===== src/rtl/lcd_temp_writer_if.sv =====
// rtl/lcd_temp_writer_if.sv - temperature strobe input and HD44780 write bus bundle
interface lcd_temp_writer_if;
    logic [15:0] bcd;
    logic        bcd_valid;
    logic        ready;
    logic        lcd_rs;
    logic        lcd_rw;
    logic        lcd_e;
    logic [7:0]  lcd_data;

    modport master (
        output bcd, bcd_valid,
        input  ready, lcd_rs, lcd_rw, lcd_e, lcd_data
    );

    modport slave (
        input  bcd, bcd_valid,
        output ready, lcd_rs, lcd_rw, lcd_e, lcd_data
    );
endinterface


===== src/rtl/lcd_temp_writer.sv =====
// rtl/lcd_temp_writer.sv - HD44780 init and BCD temperature frame writer
module lcd_temp_writer #(
    parameter int POWERUP_CYC = 1000000,
    parameter int CMD_CYC     = 2000,
    parameter int CLR_CYC     = 82000,
    parameter int EN_CYC      = 25
) (
    input  logic               clk,
    input  logic               rst,
    lcd_temp_writer_if.slave   bus
);
    typedef enum logic [1:0] {PWRUP, INIT, IDLE, FRAME} state_t;
    typedef enum logic [1:0] {PH_SETUP, PH_EN, PH_HOLD, PH_WAIT} phase_t;

    state_t      state_q;
    phase_t      phase_q;
    logic [31:0] cnt_q;
    logic [3:0]  idx_q;
    logic [15:0] val_q;
    logic [15:0] pend_val_q;
    logic        pend_q;
    logic        ready_q;
    logic        rs_q;
    logic        e_q;
    logic [7:0]  data_q;

    logic [31:0] wait_lim_d;
    logic        wait_done_d;
    logic        last_byte_d;
    logic        consume_d;
    logic [15:0] start_val_d;
    logic [3:0]  next_idx_d;

    // Digit to ASCII; anything that is not a decimal digit shows as '-'
    function automatic logic [7:0] digit(input logic [3:0] d);
        return (d > 4'd9) ? 8'h2D : (8'h30 + {4'h0, d});
    endfunction

    function automatic logic [7:0] init_byte(input logic [3:0] idx);
        case (idx)
            4'd0:    return 8'h38;
            4'd1:    return 8'h0C;
            4'd2:    return 8'h06;
            default: return 8'h01;
        endcase
    endfunction

    // Index 0 is the set-DDRAM-address command, 1..8 are the visible characters
    function automatic logic [7:0] frame_byte(input logic [3:0] idx, input logic [15:0] v);
        case (idx)
            4'd0:    return 8'h80;
            4'd1:    return (v[15:12] == 4'd0) ? 8'h20 : digit(v[15:12]);
            4'd2:    return digit(v[11:8]);
            4'd3:    return 8'h2E;
            4'd4:    return digit(v[7:4]);
            4'd5:    return digit(v[3:0]);
            4'd6:    return 8'h20;
            4'd7:    return 8'hDF;
            default: return 8'h43;
        endcase
    endfunction

    // Byte-done and pending-consumption decode shared by the sequencer and pending register
    always_comb begin
        wait_lim_d  = (!rs_q && data_q == 8'h01) ? 32'(CLR_CYC - 1) : 32'(CMD_CYC - 1);
        wait_done_d = (state_q == INIT || state_q == FRAME) && phase_q == PH_WAIT
                      && cnt_q == wait_lim_d;
        last_byte_d = (state_q == INIT) ? (idx_q == 4'd3) : (idx_q == 4'd8);
        consume_d   = wait_done_d && last_byte_d && (pend_q || bus.bcd_valid);
        start_val_d = pend_q ? pend_val_q : bus.bcd;
        next_idx_d  = idx_q + 4'd1;
    end

    // Top-level sequencer, byte engine and pending strobe register
    always_ff @(posedge clk or posedge rst) begin
        if (rst) begin
            state_q    <= PWRUP;
            phase_q    <= PH_SETUP;
            cnt_q      <= '0;
            idx_q      <= '0;
            val_q      <= '0;
            pend_val_q <= '0;
            pend_q     <= 1'b0;
            ready_q    <= 1'b0;
            rs_q       <= 1'b0;
            e_q        <= 1'b0;
            data_q     <= '0;
        end else begin
            case (state_q)
                PWRUP: begin
                    if (cnt_q == 32'(POWERUP_CYC - 1)) begin
                        state_q <= INIT;
                        idx_q   <= '0;
                        rs_q    <= 1'b0;
                        data_q  <= init_byte(4'd0);
                        phase_q <= PH_SETUP;
                        cnt_q   <= '0;
                    end else begin
                        cnt_q <= cnt_q + 32'd1;
                    end
                end
                IDLE: begin
                    if (bus.bcd_valid) begin
                        state_q <= FRAME;
                        ready_q <= 1'b0;
                        val_q   <= bus.bcd;
                        idx_q   <= '0;
                        rs_q    <= 1'b0;
                        data_q  <= 8'h80;
                        phase_q <= PH_SETUP;
                        cnt_q   <= '0;
                    end
                end
                default: begin
                    case (phase_q)
                        PH_SETUP: begin
                            phase_q <= PH_EN;
                            e_q     <= 1'b1;
                            cnt_q   <= '0;
                        end
                        PH_EN: begin
                            if (cnt_q == 32'(EN_CYC - 1)) begin
                                e_q     <= 1'b0;
                                phase_q <= PH_HOLD;
                            end else begin
                                cnt_q <= cnt_q + 32'd1;
                            end
                        end
                        PH_HOLD: begin
                            phase_q <= PH_WAIT;
                            cnt_q   <= '0;
                        end
                        default: begin
                            if (!wait_done_d) begin
                                cnt_q <= cnt_q + 32'd1;
                            end else if (!last_byte_d) begin
                                idx_q   <= next_idx_d;
                                rs_q    <= (state_q == FRAME);
                                data_q  <= (state_q == INIT) ? init_byte(next_idx_d)
                                                             : frame_byte(next_idx_d, val_q);
                                phase_q <= PH_SETUP;
                                cnt_q   <= '0;
                            end else if (consume_d) begin
                                state_q <= FRAME;
                                val_q   <= start_val_d;
                                idx_q   <= '0;
                                rs_q    <= 1'b0;
                                data_q  <= 8'h80;
                                phase_q <= PH_SETUP;
                                cnt_q   <= '0;
                            end else begin
                                state_q <= IDLE;
                                ready_q <= 1'b1;
                                cnt_q   <= '0;
                            end
                        end
                    endcase
                end
            endcase

            // A strobe arriving while its predecessor is consumed becomes the new pending value
            if (consume_d) begin
                pend_q <= pend_q && bus.bcd_valid;
                if (pend_q && bus.bcd_valid) begin
                    pend_val_q <= bus.bcd;
                end
            end else if (state_q != IDLE && bus.bcd_valid) begin
                pend_q     <= 1'b1;
                pend_val_q <= bus.bcd;
            end
        end
    end

    assign bus.ready    = ready_q;
    assign bus.lcd_rs   = rs_q;
    assign bus.lcd_rw   = 1'b0;
    assign bus.lcd_e    = e_q;
    assign bus.lcd_data = data_q;
endmodule


===== src/flat_wrapper.sv =====
// flat-port wrapper written by rule: the top's interface ports become plain ports
module lcd_temp_writer_flat 
#(
    parameter int POWERUP_CYC = 1000000,
    parameter int CMD_CYC     = 2000,
    parameter int CLR_CYC     = 82000,
    parameter int EN_CYC      = 25
)
  (clk, rst, bus_bcd, bus_bcd_valid, bus_ready, bus_lcd_rs, bus_lcd_rw, bus_lcd_e, bus_lcd_data);
  lcd_temp_writer_if bus_i ();
  input  logic clk;
  input  logic rst;
  input wire logic [$bits(bus_i.bcd)-1:0] bus_bcd;
  input wire logic [$bits(bus_i.bcd_valid)-1:0] bus_bcd_valid;
  output wire logic [$bits(bus_i.ready)-1:0] bus_ready;
  output wire logic [$bits(bus_i.lcd_rs)-1:0] bus_lcd_rs;
  output wire logic [$bits(bus_i.lcd_rw)-1:0] bus_lcd_rw;
  output wire logic [$bits(bus_i.lcd_e)-1:0] bus_lcd_e;
  output wire logic [$bits(bus_i.lcd_data)-1:0] bus_lcd_data;
  assign bus_i.bcd = bus_bcd;
  assign bus_i.bcd_valid = bus_bcd_valid;
  assign bus_ready = bus_i.ready;
  assign bus_lcd_rs = bus_i.lcd_rs;
  assign bus_lcd_rw = bus_i.lcd_rw;
  assign bus_lcd_e = bus_i.lcd_e;
  assign bus_lcd_data = bus_i.lcd_data;
  lcd_temp_writer #(.POWERUP_CYC(POWERUP_CYC), .CMD_CYC(CMD_CYC), .CLR_CYC(CLR_CYC), .EN_CYC(EN_CYC)) u_core (.clk(clk), .rst(rst), .bus(bus_i));
endmodule

===== config.mk =====
export PLATFORM = sky130hd
export DESIGN_NAME = lcd_temp_writer_flat
export DESIGN_NICKNAME = d
export VERILOG_FILES = /design/src/rtl/lcd_temp_writer_if.sv /design/src/rtl/lcd_temp_writer.sv /design/src/flat_wrapper.sv
export SDC_FILE = /design/constraint.sdc
export NUM_CORES = 1
export LEC_CHECK = 0
export CAP_MARGIN = 10
export CORE_ASPECT_RATIO = 0.8
export CORE_UTILIZATION = 45
export CTS_CLUSTER_DIAMETER = 100
export DETAILED_ROUTE_END_ITERATION = 10
export PLACE_DENSITY = 0.72
export SLEW_MARGIN = 20
export SYNTH_ARGS = -nofsm -noshare
export SYNTH_HDL_FRONTEND = slang
export SYNTH_SLANG_ARGS = --single-unit

===== constraint.sdc =====
create_clock -name clk -period 7.06 [get_ports clk]
set_input_delay 1.412 -clock clk [delete_from_list [all_inputs] [get_ports clk]]
set_output_delay 1.412 -clock clk [all_outputs]
set_load 0.01 [all_outputs]

==> results of run 1 <==
sequential cells by signal (all words and copies together) (netlist names):
signal and cells:
u_core.bus.lcd_data 8, u_core.bus.lcd_e 1, u_core.bus.lcd_rs 1, u_core.bus.ready 1, u_core.cnt_q 32, u_core.idx_q 4, u_core.pend_q 1, u_core.pend_val_q 16
u_core.phase_q 2, u_core.state_q 2, u_core.val_q 16
logic make-up after synthesis:
kind of cell    after synthesis
buf+inv                      45
fa+ha+maj                    12
other cells                   1
flops                        84
simple gates                200
xor+xnor                     15
compound gates              114
mux                          56
routing by layer:
layer / share of wire / wire [µm] / GRT usage / vias up
met2: 0.42 / 4980 / 0.308 / 123
met1: 0.49 / 5780 / 0.318 / 2019
met4: 0.015 / 171 / 0.0636 / 0
met3: 0.070 / 824 / 0.0552 / 17
li1: - / - / - / 1997
met5: 0 / 0 / 0 / -
Yosys cell counts (all sizes together), types with 15 or more instances:
| master | count |
|---|---|
| nor2 | 40 |
| nand2 | 41 |
| nor4 | 19 |
| xnor2 | 15 |
| nor3 | 16 |
| nand3 | 24 |
| mux2 | 54 |
| dfrtp | 84 |
| o21ai | 25 |
| a21oi | 18 |
| inv | 17 |
| clkbuf | 16 |
path summary, 6_finish.rpt:
path                                         endpoint
worst max-delay path                  u_core.cnt_q[8]
min in group asynchronous       u_core.pend_val_q[15]
worst min-delay path             u_core.pend_val_q[4]
max in group asynchronous             u_core.idx_q[0]
worst max register to register        u_core.cnt_q[8]
worst min register to register   u_core.pend_val_q[4]
power groups by stage:
stage	registers, mW	logic, mW	clock network, mW
detailed placement	0.504	0.0446	0
floorplan	0.502	0.0274	0
global placement	0.503	0.0432	0
CTS	0.495	0.0449	0.530
global route	0.496	0.0489	0.550
finish	0.495	0.0436	0.521
cell type report:
cell class	count	area, µm²
multi-input cells	398	2800
clock inverters	7	104
inverters	18	68.8
clock buffers	9	225
repair buffers	30	302
flip-flops and latches	84	2100
well taps	144	180
fillers	961	5150
==> reports/qor.csv, run 1 <==
metric;value;unit
synth-compound-area-share;0.160;
synth_flop_cell;dfrtp_1;
pwr-share-seq;0.467;
clk_pin_slew;0.07;ns
synth_area;5090;µm²
setup_viol_count_final;0;
postCtsHoldBufs;0;
final_cell_mix;84 x dfrtp_1, 54 x mux2_2, 41 x nand2_1;
route.detailed.drc;0;
startpoint_type;register;
power.internal;830;µW
viasPerCell;6.02;
first_pass_iters;5;
synth_top_area_frac;0.413;
ff2ff_setup_slack;3.74;ns
ys_ff_latch;84;
p_switching;229;µW
yosys.area.top_type;dfrtp_1;
postCtsSetupBuffers;0;
whs_path_depth;1;
start_util;0.466;
p_per_area;183;nW/µm²
yosysSeqAreaShare;0.413;
rsz0062_at_grt;false;
port_buffers;29;
cts_max_level;3;
core;10900;µm²
dp_hpwl;8190;µm
syn_avg_cell_area;9.67;µm²
regToRegStartpoint;u_core.cnt_q[0];
cts_root_buf;clkbuf_16;
pwr-share-comb;0.041;
synthCells;527;
crit_cells;8;
critPathSlowestCell;nor4_4;
muxShareOfSynthArea;0.123;
slew_violations;0;
cts_resized;0;
max_slew_margin;0.295;
grt_pass1_wl;20100;µm
dp_cells;674;
async_reset_ff_frac;1.00;
grt_remaining_overflow;0;
ys_warn_count;0;
cap_viol_max_count;0;
final_area;5780;µm²
status;completed;
p_leak;2.46;nW
fin_ws;3.74;ns
worstPathRequired;7.31;ns
startpoint;u_core.cnt_q[0];
vias;4156;
placed_cell_area;5440;µm²
reg2reg_depth;8;
gr-usage-all-layers;0.215;
skew;0.00825;ns
nets;572;
holdWs;0.506;ns
synthAdderAreaFrac;0.0295;
synth_top_family_by_area;simple AND/OR/NAND/NOR gates;
finalPower;1.06;mW
cts.sinks;84;
die_area;11800;µm²
cpPeakStageDelay;0.80;ns
crit_arrival;3.58;ns
path_class;register to register;
clkPwrFrac;0.492;
tightest_slew;1.05;ns
setup_tns;0;ns
finalCritPeriodShare;0.470;
hold_violations;0;
cts_tree;yes;
drive_above_1_share;0.156;
die_h;97.2;µm
period_needed;3.32;ns
finalCoreUtilization;0.528;
post-place-ws;3.22;ns
antenna_found_initial;0;
syn_to_final_growth;13.4;%
grt_max_degree;85;
clockBufferDepth;2;
cp_top_family;simple AND/OR/NAND/NOR gates;
synth_xor_area_frac;0.0258;
synth_edf_count;0;
critPathCaptureType;register;
hp-start;u_core.pend_val_q[4];
synth-simple-area-share;0.209;
switching_share;0.217;
wl;11800;µm
die_w;121;µm
path_max_fanout;20;
grt_pass1_vias;4017;
vdd_drop_max;0.0969;mV
synth_fp_nets;558;
final_common_cell;dfrtp_1;
worstSkewPairLatency;0.34;ns
fmax;301;MHz
diodes;0;
drt-wirelength-per-cell;17.0;µm
hp-class;register to register;
cts_buffers;9;
drtAntennaViolNets;0;
fin_cells;690;
worstPathBufferInverterCount;1;
drtIter0Drc;307;
pin_count;31;
yosys-top-cells-area;dfrtp_1 41%, mux2_2 12%, nand2_1 3.0%;
ys_types;63;
place_congestion;0.869;
rows;34;
crit_chain;inv_1, ha_1, or4b_1, or4_4, nor4_4, nor3_2, and2_1, o2bb2ai_1;
No activity file was read; power rests on OpenSTA's default activity.
==> inputs of run 2 (changes only) <==
==> constraint.sdc (replaced) <==
create_clock -name clk -period 3.4 [get_ports clk]
set_input_delay 0.68 -clock clk [delete_from_list [all_inputs] [get_ports clk]]
set_output_delay 0.68 -clock clk [all_outputs]
set_load 0.01 [all_outputs]
==> run 2 against run 1 <==
Register-to-register slack worse by 3.3 ns; critical path depth decreased by 2; worst hold slack hardly changed; global-route usage shrank 0.68 points; clock power increased by 96%; non-clock buffer count rose by 2; via count shrank 0.60%; total power increased by 100%; sequential power is 110% higher; clock skew hardly changed.
==> reports/qor.csv, run 2 (synthesized netlist as in run 1, its figures left out) <==
metric;value;unit;change
crit_end;u_core.val_q[13];;
status;completed;;
wl;11300;µm;-3.6%
die_h;97.2;µm;unchanged
busiest_layer;met1;;
startpoint_type;register;;
vdd_drop_max;0.311;mV;+220%
grt_pass1_wl;19300;µm;-3.9%
grt_use_met1;0.324;;+0.00575
path_class;register to register;;
path_max_fanout;16;;-20%
place_congestion;0.872;;+0.36%
ff2ff_setup_slack;0.48;ns;-3.26 ns
regMostFlops;u_core.cnt_q;;
nets;574;;+0.35%
core;10900;µm²;unchanged
critPathSlowestCell;a31oi_2;;
grt_pass1_vias;3819;;-4.9%
grt_max_degree;85;;unchanged
crit_chain;nor4_1, nand4_1, mux2_2, and2_1, a31oi_2, mux2_2;;
hp-start;u_core.pend_val_q[2];;
top_regs;u_core.cnt_q (32), u_core.pend_val_q (16), u_core.val_q (16);;
cts_root_buf;clkbuf_16;;
clk_pin_slew;0.07;ns;about the same
gr-usage-all-layers;0.209;;-0.00682
cap_viol_max_count;0;;unchanged
setup_viol_count_final;0;;unchanged
hold_violations;0;;unchanged
drtIter0Drc;303;;-1.3%
cpPeakStageDelay;0.83;ns;+0.03 ns
drt-wirelength-per-cell;16.4;µm;-3.9%
max_slew_margin;0.346;;+0.0510
cts_tree;yes;;
route.detailed.drc;0;;unchanged
first_pass_iters;5;;unchanged
reg2reg_depth;6;;-2
antenna_found_initial;0;;unchanged
placed_cell_area;5470;µm²;+0.51%
worstSkewPairLatency;0.35;ns;about the same
postCtsSetupBuffers;0;;unchanged
final_cell_mix;84 x dfrtp_1, 54 x mux2_2, 41 x nand2_1;;
startpoint;u_core.bus.lcd_data[2];;
regToRegStartpoint;u_core.bus.lcd_data[2];;
setup_tns;0;ns;unchanged
fin_cells;692;;+0.29%
skew;0.00781;ns;-0.000435 ns
cts_resized;0;;unchanged
dp_cells;676;;+0.30%
largest_register_ffs;32;;unchanged
start_util;0.466;;unchanged
drtAntennaViolNets;0;;unchanged
critPathCaptureType;register;;
pin_count;31;;unchanged
met3_usage;0.0499;;-0.00528
die_w;121;µm;unchanged
period_needed;2.92;ns;-0.402 ns
fin_ws;0.482;ns;-3.26 ns
finalCritPeriodShare;0.858;;+0.388
cts_max_level;3;;unchanged
clockBufferDepth;2;;unchanged
port_buffers;29;;unchanged
cp_common_cell;mux2_2;;
cts.sinks;84;;unchanged
vias;4131;;-0.60%
postCtsHoldBufs;0;;unchanged
slew_violations;0;;unchanged
hp-class;register to register;;
dp_hpwl;8080;µm;-1.4%
die_area;11800;µm²;unchanged
p_leak;2.47;nW;+0.17%
drive_above_1_share;0.159;;+0.00308
crit_arrival;3.15;ns;-0.43 ns
rows;34;;unchanged
fmax;343;MHz;+14%
final_area;5780;µm²;about the same
final_common_cell;dfrtp_1;;
grt_util_met2;0.280;;-0.0277
syn_to_final_growth;13.5;%;about the same
rsz0062_at_grt;false;;
worstPathRequired;3.63;ns;-3.68 ns
p_per_area;369;nW/µm²;+100%
cts_buffers;9;;unchanged
post-place-ws;0.323;ns;-2.90 ns
finalCoreUtilization;0.529;;about the same
grt_remaining_overflow;0;;unchanged
worstReg2RegEnd;u_core.val_q[13];;
tightest_slew;0.978;ns;-0.0762 ns
viasPerCell;5.97;;-0.89%
diodes;0;;unchanged
[run 2: changes by cell type in the layout (fill, tap and decap cells not counted), sizes merged]
| cell | before | now |
|---|---|---|
| clkinv | 4 | 5 |
| bufinv | 2 | 1 |
| buf | 1 | 3 |
[run 2: worst min path at each step]
stage,to,slack (ns),cells past startpoint
detailed placement,u_core.pend_val_q[2],0.49,1
finish,u_core.pend_val_q[2],0.51,1
global route,u_core.pend_val_q[5],0.53,1
floorplan,u_core.val_q[0],0.47,1
CTS,u_core.pend_val_q[2],0.51,1
global placement,u_core.pend_val_q[4],0.48,1
[run 2: per-layer routing]
layer	up-vias	share of wire
li1	1994	-
met1	2006	0.52
met2	122	0.41
met3	9	0.060
met4	0	0.011
met5	-	0
[run 2: cell type report]
type,count,area (µm²)
repair buffers,32,325
clock buffers,9,225
fillers,944,5150
clock inverters,7,82.6
well taps,144,180
multi-input cells,398,2800
flip-flops and latches,84,2100
inverters,18,68.8
[run 2: power by group]
part           internal, mW  switching [mW]  total (mW)
clock                 0.581           0.435        1.02
combinational        0.0518          0.0391      0.0909
sequential             1.02         0.00849        1.03
[run 2: worst max-delay path, delay by kind of cell (launching register included)]
kind            cells  cell delay, ns
compound gates      1            0.83
flops               1            0.40
simple gates        3            0.76
mux                 2            0.81
[run 2: stage by stage]
step	hold slack, ns	total power [mW]
after floorplan	0.474	1.10
after global placement	0.485	1.14
after detailed placement	0.492	1.14
after CTS	0.508	2.16
after global routing	0.526	2.21
final	0.507	2.13
==> inputs of run 3 (changes only) <==
--- a/config.mk
+++ b/config.mk
@@ -5,6 +5,7 @@
 export SDC_FILE = /design/constraint.sdc
 export NUM_CORES = 1
 export LEC_CHECK = 0
+export ABC_AREA = 1
 export CAP_MARGIN = 10
 export CORE_ASPECT_RATIO = 0.8
 export CORE_UTILIZATION = 45
==> run 3 against run 2 <==
Combinational power is 14% higher; non-clock buffer count is 1 higher; sequential share of layout area is 3.7 points lower; via count is 29% higher; clock skew is 0.0027 ns lower; sequential power hardly changed; count of clock-buffer cells in the layout is 1 higher.
==> reports/qor.csv, run 3 <==
metric;value;unit;change
status;completed;;
switching_share;0.237;;+0.0105
drt-wirelength-per-cell;14.2;µm;-13%
fillers;1234;;+31%
critPathSlowestCell;nand3_2;;
final_area;6440;µm²;+11%
cts_resized;0;;unchanged
yosys-top-cells-area;dfrtp_1 37%, nand2_1 17%, nand3_1 7.6%;;
core;12300;µm²;+12%
die_w;128;µm;+5.7%
largest_register_ffs;32;;unchanged
synth_flop_cell;dfrtp_1;;
path_max_fanout;32;;+16
grt_remaining_overflow;0;;unchanged
route.detailed.drc;0;;unchanged
finalCritPeriodShare;0.746;;-0.112
cts_tree;yes;;
vdd_drop_max;0.253;mV;-18%
postCtsSetupBuffers;0;;unchanged
port_buffers;29;;unchanged
hp-class;register to register;;
cap_viol_max_count;0;;unchanged
worstSkewPairLatency;0.35;ns;about the same
power.internal;1.66;mW;+0.37%
drive_above_1_share;0.0636;;-0.0952
synth_xor_area_frac;0.0261;;+0.000339
grt_max_degree;65;;-24%
dp_hpwl;10700;µm;+33%
fin_cells;1020;;+47%
cp_top_family;simple AND/OR/NAND/NOR gates;;
path_class;register to register;;
gr-usage-all-layers;0.237;;+0.0286
finalCoreUtilization;0.525;;-0.00330
wl;14500;µm;+28%
synth-simple-area-share;0.380;;+0.170
top_regs;u_core.cnt_q (32), u_core.pend_val_q (16), u_core.val_q (16);;
p_per_area;337;nW/µm²;-8.6%
final_cell_mix;252 x nand2_1, 98 x nor2_1, 94 x inv_1;;
clk_pin_slew;0.07;ns;about the same
hold_violations;0;;unchanged
tightest_slew;0.761;ns;-0.217 ns
rows;36;;+5.9%
postCtsHoldBufs;0;;unchanged
vias;5331;;+29%
die_area;13100;µm²;+12%
yosys.area.top_type;dfrtp_1;;
place_congestion;0.896;;+2.8%
synth_edf_count;0;;unchanged
placed_cell_area;6120;µm²;+12%
grt_pass1_wl;24500;µm;+27%
synth-compound-area-share;0.0810;;-0.0789
cts.sinks;84;;unchanged
synthCells;821;;+56%
ys_ff_latch;84;;unchanged
pin_count;31;;unchanged
startpoint_type;register;;
setup_tns;0;ns;unchanged
drtAntennaViolNets;0;;unchanged
period_needed;2.54;ns;-0.380 ns
p_switching;514;µW;+6.5%
dp_cells;1004;;+49%
first_pass_iters;5;;unchanged
syn_avg_cell_area;6.94;µm²;-28%
pwr-share-seq;0.473;;-0.008
die_h;103;µm;+5.6%
muxShareOfSynthArea;0.0281;;-0.0952
synth_top_area_frac;0.369;;-0.0437
synth_fp_nets;852;;+53%
cts_root_buf;clkbuf_16;;
synth_top_family_by_area;simple AND/OR/NAND/NOR gates;;
synth_area;5700;µm²;+12%
critPathCaptureType;register;;
viasPerCell;5.23;;-12%
cp_common_cell;nand2_1;;
clockBufferDepth;2;;unchanged
slew_violations;0;;unchanged
cts_buffers;9;;unchanged
synthAdderAreaFrac;0.0263;;-0.00312
clkPwrFrac;0.480;;+0.004
cts_max_level;3;;unchanged
fmax;394;MHz;+15%
ys_types;43;;-32%
p_leak;3.16;nW;+28%
antenna_found_initial;0;;unchanged
regMostFlops;u_core.cnt_q;;
worstPathRequired;3.61;ns;-0.02 ns
max_slew_margin;0.492;;+0.146
synth_top_cells_by_count;252 x nand2_1, 99 x nor2_1, 95 x inv_1;;
yosysMostFrequentCell;nand2_1;;
yosysSeqAreaShare;0.369;;-0.0437
grt_pass1_vias;4811;;+26%
pwr-share-comb;0.048;;+0.005
skew;0.00513;ns;-0.00268 ns
syn_to_final_growth;13.0;%;
diodes;0;;unchanged
multi_input_area;3090;µm²;+11%
rsz0062_at_grt;false;;
drtIter0Drc;598;;+97%
nets;875;;+52%
seqCellArea;2100;µm²;unchanged
cpPeakStageDelay;0.47;ns;-0.36 ns
crit_chain;inv_1, nand2_1, nor2_1, nand3_1, nor2_4, nand4_4, nand2_1, nand3_2, nand2_1, o21ai_1;;
ys_warn_count;0;;unchanged
async_reset_ff_frac;1.00;;unchanged
start_util;0.465;;-0.000835
worstPathBufferInverterCount;1;;+1
final_common_cell;nand2_1;;
crit_arrival;2.75;ns;-0.40 ns
setup_viol_count_final;0;;unchanged
run 3: cell type report:
cell class	count	share of cell area
multi-input combinational	613	0.480
sequential	84	0.327
inverter	103	0.0603
timing repair buffer	33	0.0517
clock buffer	10	0.0371
tap	171	0.0332
clock inverter	6	0.0111
run 3: layer usage:
layer / wire length, µm / track usage / vias to the layer above / share of wire
met5: 0 / 0 / - / 0
met4: 132 / 0.0507 / 0 / 0.0091
met3: 1020 / 0.0441 / 14 / 0.070
met2: 5690 / 0.330 / 188 / 0.39
met1: 7670 / 0.375 / 2440 / 0.53
li1: - / - / 2689 / -
run 3: power groups by stage:
stage               Sequential [mW]  Combinational (mW)  Clock (mW)
global placement               1.04               0.105           0
floorplan                      1.04              0.0644           0
CTS                            1.03               0.106        1.06
detailed placement             1.04               0.106           0
global route                   1.03               0.117        1.09
finish                         1.03               0.104        1.04
run 3: stage by stage:
step / hold WS, ns / power, mW / setup slack [ns]
2_1_floorplan: 0.441 / 1.11 / 0.555
3_3_place_gp: 0.452 / 1.15 / 0.800
5_1_grt: 0.481 / 2.24 / 0.577
6_report: 0.470 / 2.17 / 0.862
3_5_place_dp: 0.458 / 1.15 / 0.674
4_1_cts: 0.475 / 2.19 / 0.668
run 3: path summary, 6_finish.rpt:
path	start	end	slack, ns	cells after the start
worst max-delay path	u_core.cnt_q[20]	u_core.val_q[5]	0.86	10
worst min-delay path	u_core.pend_val_q[12]	u_core.pend_val_q[12]	0.47	2
worst max register to register	u_core.cnt_q[20]	u_core.val_q[5]	0.86	10
worst min register to register	u_core.pend_val_q[12]	u_core.pend_val_q[12]	0.47	2
max in group asynchronous	rst	u_core.bus.lcd_data[2]	2.11	3
min in group asynchronous	rst	u_core.cnt_q[28]	0.63	2
run 3: logic make-up (layout without fill, tap and decap cells):
kind of cell,Yosys count,count (layout)
xor+xnor,17,17
buf+inv,124,152
simple gates,497,497
mux,16,16
fa+ha+maj,12,12
other cells,1,1
compound gates,70,70
flops,84,84
run 3: tightest hold or removal path, cell delays in order, from the launching register on:
cell,delay [ns]
dfrtp_1,0.34
nand2_1,0.06
nand2_1,0.04
